===== src/rtl/cmem_write_loader.sv =====
// Kernel-load write buffer and shared-port arbiter for the per-row CGRA context memories.
// Bus writes are decoded into row/line, queued in a small FIFO, and drained into the
// context-memory port whenever no row controller is fetching (fetch has absolute priority).
module cmem_write_loader #(
    parameter int unsigned N_ROW        = 4,
    parameter int unsigned IMEM_N_LINES = 32,
    parameter int unsigned FIFO_DEPTH   = 4,
    parameter int unsigned DATA_WIDTH   = 32
) (
    input  logic                                  clk_i,
    input  logic                                  rst_i,
    input  logic                                  wr_valid_i,
    output logic                                  wr_ready_o,
    input  logic [31:0]                           wr_addr_i,
    input  logic [DATA_WIDTH-1:0]                 wr_data_i,
    input  logic                                  wr_bcast_i,
    input  logic [N_ROW-1:0]                      fetch_req_i,
    input  logic [$clog2(IMEM_N_LINES)-1:0]       fetch_addr_i,
    output logic [N_ROW-1:0]                      cm_row_req_o,
    output logic                                  cm_we_o,
    output logic [$clog2(IMEM_N_LINES)-1:0]       cm_addr_o,
    output logic [DATA_WIDTH-1:0]                 cm_wdata_o,
    output logic                                  busy_o,
    output logic                                  err_o,
    input  logic                                  err_clr_i,
    output logic [15:0]                           wr_count_o,
    input  logic                                  count_clr_i
);

    localparam int unsigned ROW_W   = (N_ROW > 1) ? $clog2(N_ROW) : 1;
    localparam int unsigned LINE_W  = $clog2(IMEM_N_LINES);
    localparam int unsigned PTR_W   = $clog2(FIFO_DEPTH);
    localparam int unsigned ROW_LSB = 2 + LINE_W;
    localparam int unsigned HI_LSB  = ROW_LSB + ROW_W;

    typedef struct packed {
        logic                  bcast;
        logic [ROW_W-1:0]      row;
        logic [LINE_W-1:0]     line;
        logic [DATA_WIDTH-1:0] data;
    } entry_t;

    entry_t             mem [FIFO_DEPTH];
    entry_t             head;
    entry_t             new_entry;
    logic [PTR_W:0]     wr_ptr;
    logic [PTR_W:0]     rd_ptr;
    logic               full;
    logic               empty;
    logic [LINE_W-1:0]  dec_line;
    logic [ROW_W-1:0]   dec_row;
    logic               dec_err;
    logic               accept;
    logic               push;
    logic               pop;
    logic               fetch_active;

    // Address decode of the incoming beat into row/line plus error detection
    always_comb begin
        dec_line  = wr_addr_i[2 +: LINE_W];
        dec_row   = wr_addr_i[ROW_LSB +: ROW_W];
        dec_err   = (|wr_addr_i[1:0]) | (|wr_addr_i[31:HI_LSB])
                  | (!wr_bcast_i && (32'(dec_row) >= N_ROW));
        new_entry = '{bcast: wr_bcast_i, row: dec_row, line: dec_line, data: wr_data_i};
    end

    // FIFO status and handshake; a full FIFO refuses beats even if it pops this cycle
    always_comb begin
        empty        = (wr_ptr == rd_ptr);
        full         = (wr_ptr[PTR_W] != rd_ptr[PTR_W]) &&
                       (wr_ptr[PTR_W-1:0] == rd_ptr[PTR_W-1:0]);
        wr_ready_o   = !full && !rst_i;
        accept       = wr_valid_i && wr_ready_o;
        push         = accept && !dec_err;
        fetch_active = |fetch_req_i;
        pop          = !empty && !fetch_active && !rst_i;
        head         = mem[rd_ptr[PTR_W-1:0]];
        busy_o       = !empty;
    end

    // Shared SRAM port mux: fetch first, then FIFO head, else idle; masked in reset
    always_comb begin
        cm_row_req_o = '0;
        cm_we_o      = 1'b0;
        cm_addr_o    = '0;
        cm_wdata_o   = '0;
        if (!rst_i) begin
            if (fetch_active) begin
                cm_row_req_o = fetch_req_i;
                cm_addr_o    = fetch_addr_i;
            end else if (!empty) begin
                cm_row_req_o = head.bcast ? {N_ROW{1'b1}} : (N_ROW'(1) << head.row);
                cm_we_o      = 1'b1;
                cm_addr_o    = head.line;
                cm_wdata_o   = head.data;
            end
        end
    end

    // FIFO storage; contents need no reset since the pointers gate visibility
    always_ff @(posedge clk_i) begin
        if (push) begin
            mem[wr_ptr[PTR_W-1:0]] <= new_entry;
        end
    end

    // FIFO pointers
    always_ff @(posedge clk_i or posedge rst_i) begin
        if (rst_i) begin
            wr_ptr <= '0;
            rd_ptr <= '0;
        end else begin
            if (push) wr_ptr <= wr_ptr + (PTR_W + 1)'(1);
            if (pop)  rd_ptr <= rd_ptr + (PTR_W + 1)'(1);
        end
    end

    // Sticky decode error; a new error outranks a clear in the same cycle
    always_ff @(posedge clk_i or posedge rst_i) begin
        if (rst_i) begin
            err_o <= 1'b0;
        end else if (accept && dec_err) begin
            err_o <= 1'b1;
        end else if (err_clr_i) begin
            err_o <= 1'b0;
        end
    end

    // Saturating count of writes issued; clear outranks increment
    always_ff @(posedge clk_i or posedge rst_i) begin
        if (rst_i) begin
            wr_count_o <= '0;
        end else if (count_clr_i) begin
            wr_count_o <= '0;
        end else if (pop && !(&wr_count_o)) begin
            wr_count_o <= wr_count_o + 16'(1);
        end
    end

endmodule


===== config.mk =====
export PLATFORM = sky130hd
export DESIGN_NAME = cmem_write_loader
export DESIGN_NICKNAME = d
export VERILOG_FILES = /design/src/rtl/cmem_write_loader.sv
export SDC_FILE = /design/constraint.sdc
export NUM_CORES = 1
export LEC_CHECK = 0
export ABC_AREA = 1
export CORE_ASPECT_RATIO = 1.5
export CORE_MARGIN = 2
export CORE_UTILIZATION = 35
export DETAILED_ROUTE_END_ITERATION = 10
export PLACE_DENSITY = 0.6
export SLEW_MARGIN = 10
export SYNTH_ARGS = -nofsm -noshare
export SYNTH_HDL_FRONTEND = slang
export SYNTH_SLANG_ARGS = --single-unit

===== constraint.sdc =====
create_clock -name clk_i -period 5.49 [get_ports clk_i]
set_input_delay 0.8235 -clock clk_i [delete_from_list [all_inputs] [get_ports clk_i]]
set_output_delay 0.8235 -clock clk_i [all_outputs]
set_load 0.02 [all_outputs]

Word-level counts from Yosys, hierarchy flattened --
Memories as Yosys holds them, arrays and structs flattened. Index checks and enable logic that the tools add are counted.
Cells by class: equal/unequal tests 3, muxes and demuxes 19, reduce and logical (&&, ||, !) cells 20, shift operators 1, bitwise logic cells 1, $add $sub $neg 3
Operators with widths (count):
- $mux 32 | 3
- $mux 16 | 2
- $reduce_or 23->1 | 1
- $add 16x1->16 const B | 1
- $mux 4 | 4
- $reduce_and 16->1 | 1
- $mux 5 | 3
- $logic_and 1x1->1 | 8
- $mux 1 | 7
- $add 3x1->3 const B | 2
- $logic_not 1->1 | 6
- $reduce_bool 2->1 | 2
- $reduce_or 4->1 | 1
- $shl 1x2->4 const A | 1
- $eq 3x3->1 | 1
- $eq 2x2->1 | 1
- $reduce_or 2->1 | 1
- $ne 1x1->1 | 1
- $or 1x1->1 | 1
Word-level totals: input bits 79, output and inout port bits 61, flip-flop bits (word level) 23, logic and storage cells 52, memories 1, bits in writable memories 160
Memory list:
- mem | words 4, bits a word 40, read ports 1, clocked after Yosys merged registers in 0, wr ports 1, line 43 | entry_t mem [FIFO_DEPTH];

Logic depth before layout (Yosys ltp) --
depth after elaboration 8, mapped depth 11, depth with buffers taken out 9

Least setup slack after synthesis --
Ideal clock, no wire load.
path type input -> register, from input port rst_i, to memory mem[0][0] (netlist name), enable pin, setup time 0.438 ns, path buffers 0, stages 5, required time 5.052 ns, arrival time 3.639 ns, slack 1.414 ns, cells stage by stage inv_1 nand2_1 nor2_1 nand2_1 nor2_1
On the way: word-level cells in the longest chain between the ends 6
Ends and longest elaborated chain:
- start, declared | line 11 | input logic rst_i,
- $logic_not 1->1 (no source line)
- $logic_and 1x1->1 | line 72 | wr_ready_o = !full && !rst_i;
- $logic_and 1x1->1 | line 73 | accept = wr_valid_i && wr_ready_o;
- $logic_and 1x1->1 | line 74 | push = accept && !dec_err;
- $mux 1 | line 102 | if (push) begin
- $mux 1 (implied by the code) | line 103 | mem[wr_ptr[PTR_W-1:0]] <= new_entry;
- end, declared | line 43
Every way passes these cells.

Final worst setup path --
from register rd_ptr[0], to output port cm_row_req_o[3]
On the way: word-level cells in the longest chain between the ends 6, elaborated cells on any way between the ends 7, those cells by class 1 x eq/ne; 1 x shift; 4 x mux; 1 x memory
Ends and longest elaborated chain:
- start, declared | line 47 | logic [PTR_W:0] rd_ptr;
- start signal, assigned | line 114 | if (pop) rd_ptr <= rd_ptr + (PTR_W + 1)'(1);
- $mem_v2 4x40
- $shl 1x2->4 | line 92 | cm_row_req_o = head.bcast ? {N_ROW{1'b1}} : (N_ROW'(1) << head.row);
- $mux 4 | line 92
- $mux 4 * | line 91 | end else if (!empty) begin
- $mux 4 * | line 88 | if (fetch_active) begin
- $mux 4 * | line 87 | if (!rst_i) begin
- end, declared | line 19 | output logic [N_ROW-1:0] cm_row_req_o,
Mark *: on every way between the ends. The rest lies on a longest branch, timed or not.

==> metrics <==
leak pwr 3.59 nW; Fin Hold WS 0.532 ns; reg2reg end mem[3][36]$_DFFE_PP_; worst setup path start rd_ptr[0]$_DFFE_PP0P_; Root Driver clkbuf_16; CTS Buffer Depth 2; final worst path period share 0.797; Post-Route WL 18.5 mm; CP arrival 3.55 ns; routability cong. 0.845; syn_area_per_cell 10.9 um2; clk slew on worst S/H paths 0.07 ns; Final setup viols 0; Worst IR Drop VDD 0.308 mV; PwrDens 360 nW/um2; setup TNS 0 ns; Max FO, Critical Path 82; r2r worst-path depth 9; max-cap violations 0; Pre-Repair DR Iteration Count 4; clk sink count 183; Initial Util 0.354; highest-count cells in the layout ignoring fill and taps 178 x nor2_1, 160 x edfxtp_1, 139 x clkdlybuf4s50_1, 110 x nand2_1, 83 x o21ai_0; fillers 2065; initial antenna violation count 1; Resize count post-CTS 0; minimum clock period 4.37 ns; starting DRC count in detailed routing 295; Hold Path Class register to register; first-pass GRT wire length 29.1 mm; Nets 938; Mapped Cells 716; syn nets 801; Remaining DRCs 0; Synth top area share 0.614; yosys warns 0; # hold bufs at CTS 0; count of final hold-check violations 0; top-level I/O count 140; vias in the first global route 5620; Worst Max-Slew Pin Slew 0.917 ns; drt via density 4.80; CP Launch Type register; Crit Path Class register to primary output; final setup skew 0.00905 ns; Post-DP HPWL 11.4 mm; FP Rows 67; worst setup path end cm_row_req_o[3]; GR Util All Layers 0.161; sequential standard cell area 5380 um2; postcts setup bufs 0; Fmax achieved 229 MHz; post-route ant nets 0; cts bufs inserted 17; H-tree depth 4; die area 23600 um2; RSZ-0062 raised after global routing false; GR Overflow Total 0; post-synthesis sequential area ratio 0.687; slew margin rel. 0.388; FF-to-FF Start rd_ptr[0]$_DFFE_PP0P_; Mapped Area 7830 um2; Netlist cell types 32; Core Area 22100 um2; final number of max-transition violations 0; largest net degree at the start of global routing 83; Die Span Y 187 um; Worst-Skew Late Latency 0.43 ns; vias after detailed routing 5492; flop and latch count out of synthesis 183; Yosys top cell by area edfxtp_1; crit end category primary output; CTS tree done; flop2flop setup slack 2.11 ns; worst path required time 4.67 ns; DR WL/cell 16.2 um; I/O Buffers 139; min-delay src err_o$_DFFE_PP0P_; commonest non-fill, non-tap cell in the layout nor2_1; footprint of the multi-input gates 2240 um2; chip width 126 um; Area contributors post-synth edfxtp_1 61%, nor2_1 8.7%, dfrtp_1 7.4%, o21ai_0 5.3%, nand2_1 5.3%; share of cells above drive strength 1 0.0704; status finished, final reports clean; synthesis-to-layout area growth 29.1%
layout make-up:
cell class,count,share of cell area
flip-flops and latches,183,0.532
clock buffers,17,0.0421
well taps,276,0.0342
clock inverters,15,0.0153
diodes,1,0.000248
multi-input cells,479,0.222
repair buffers,149,0.145
inverters,23,0.00879
power breakdown:
group,switching (mW),internal [mW]
Clock,0.554,0.644
Sequential,0.0118,1.53
Combinational,0.603,0.298
Total,1.17,2.47
flip-flops by register name, summed over array words and instances, names as in the netlist:
register,count
wr_count_o,16
wr_ptr,3
rd_ptr,3
mem,160
err_o,1
per-layer routing:
| metal | part of all wire | GRT usage | wire length, um |
|---|---|---|---|
| met1 | 0.41 | 0.181 | 7530 |
| met2 | 0.53 | 0.290 | 9780 |
| met3 | 0.035 | 0.0320 | 657 |
| met4 | 0.029 | 0.0710 | 544 |
| met5 | 0 | 0 | 0 |
critical path, cell delays in order (launching register included):
cell             delay (ns)
dfrtp_2                0.39
buf_4                  0.71
nand2_1                0.10
nand2_1                0.14
nand3_2                0.12
nand2_2                0.61
inv_2                  0.27
o21ai_0                0.16
nand2_1                0.07
clkdlybuf4s50_1        0.53
through the flow:
stage / power [mW] / setup WS, ns / instances / utilization / area [um2]
2_1_floorplan: 2.18 / 1.41 / 716 / - / 7830
3_3_place_gp: 2.48 / 1.19 / 1110 / 0.430 / 9530
3_5_place_dp: 2.49 / 1.20 / 1110 / 0.430 / 9530
4_1_cts: 3.68 / 1.00 / 1142 / 0.457 / 10100
5_1_grt: 3.86 / 0.775 / 1143 / 0.457 / 10100
6_report: 3.64 / 1.12 / 1143 / 0.457 / 10100
cell usage after synthesis:
library cell and count:
a21oi_1 34, nand2_1 110, o21bai_1 2, nor3_1 2, o21ai_1 2, o21ai_0 83, buf_4 2, or2_2 1
nor2_4 3, buf_1 1, nand3_2 1, inv_1 20, ha_1 6, dfrtp_1 23, xor2_1 10, buf_2 8
o2bb2ai_1 5, nor3_2 1, nand2_2 3, a21o_1 2, clkbuf_1 18, nor2_8 1, xnor2_1 1, inv_4 1
inv_2 2, edfxtp_1 160, nand3_1 18, nand4_1 6, o22ai_1 5, nor2_1 182, buf_6 2, nand3b_1 1
worst min path at each step:
stage,endpoint,depth (start not counted)
after global placement,err_o$_DFFE_PP0P_,2
after CTS,err_o$_DFFE_PP0P_,2
final,err_o$_DFFE_PP0P_,2
after detailed placement,err_o$_DFFE_PP0P_,2
after floorplan,wr_ptr[1]$_DFFE_PP0P_,2
after global routing,err_o$_DFFE_PP0P_,2
cell families (layout without fill, tap and decap cells):
family                   Yosys count  in the layout  synth area share
buffers and inverters             54            204            0.0304
other                              0              1                 0
adder cells (fa/ha/maj)            6              6           0.00959
AO/OA/AOI/OAI                    133            133            0.0895
AND/OR/NAND/NOR                  329            329             0.171
XOR/XNOR                          11             11            0.0123
flip-flops                       183            183             0.687
(Power assumes the default switching activity.)
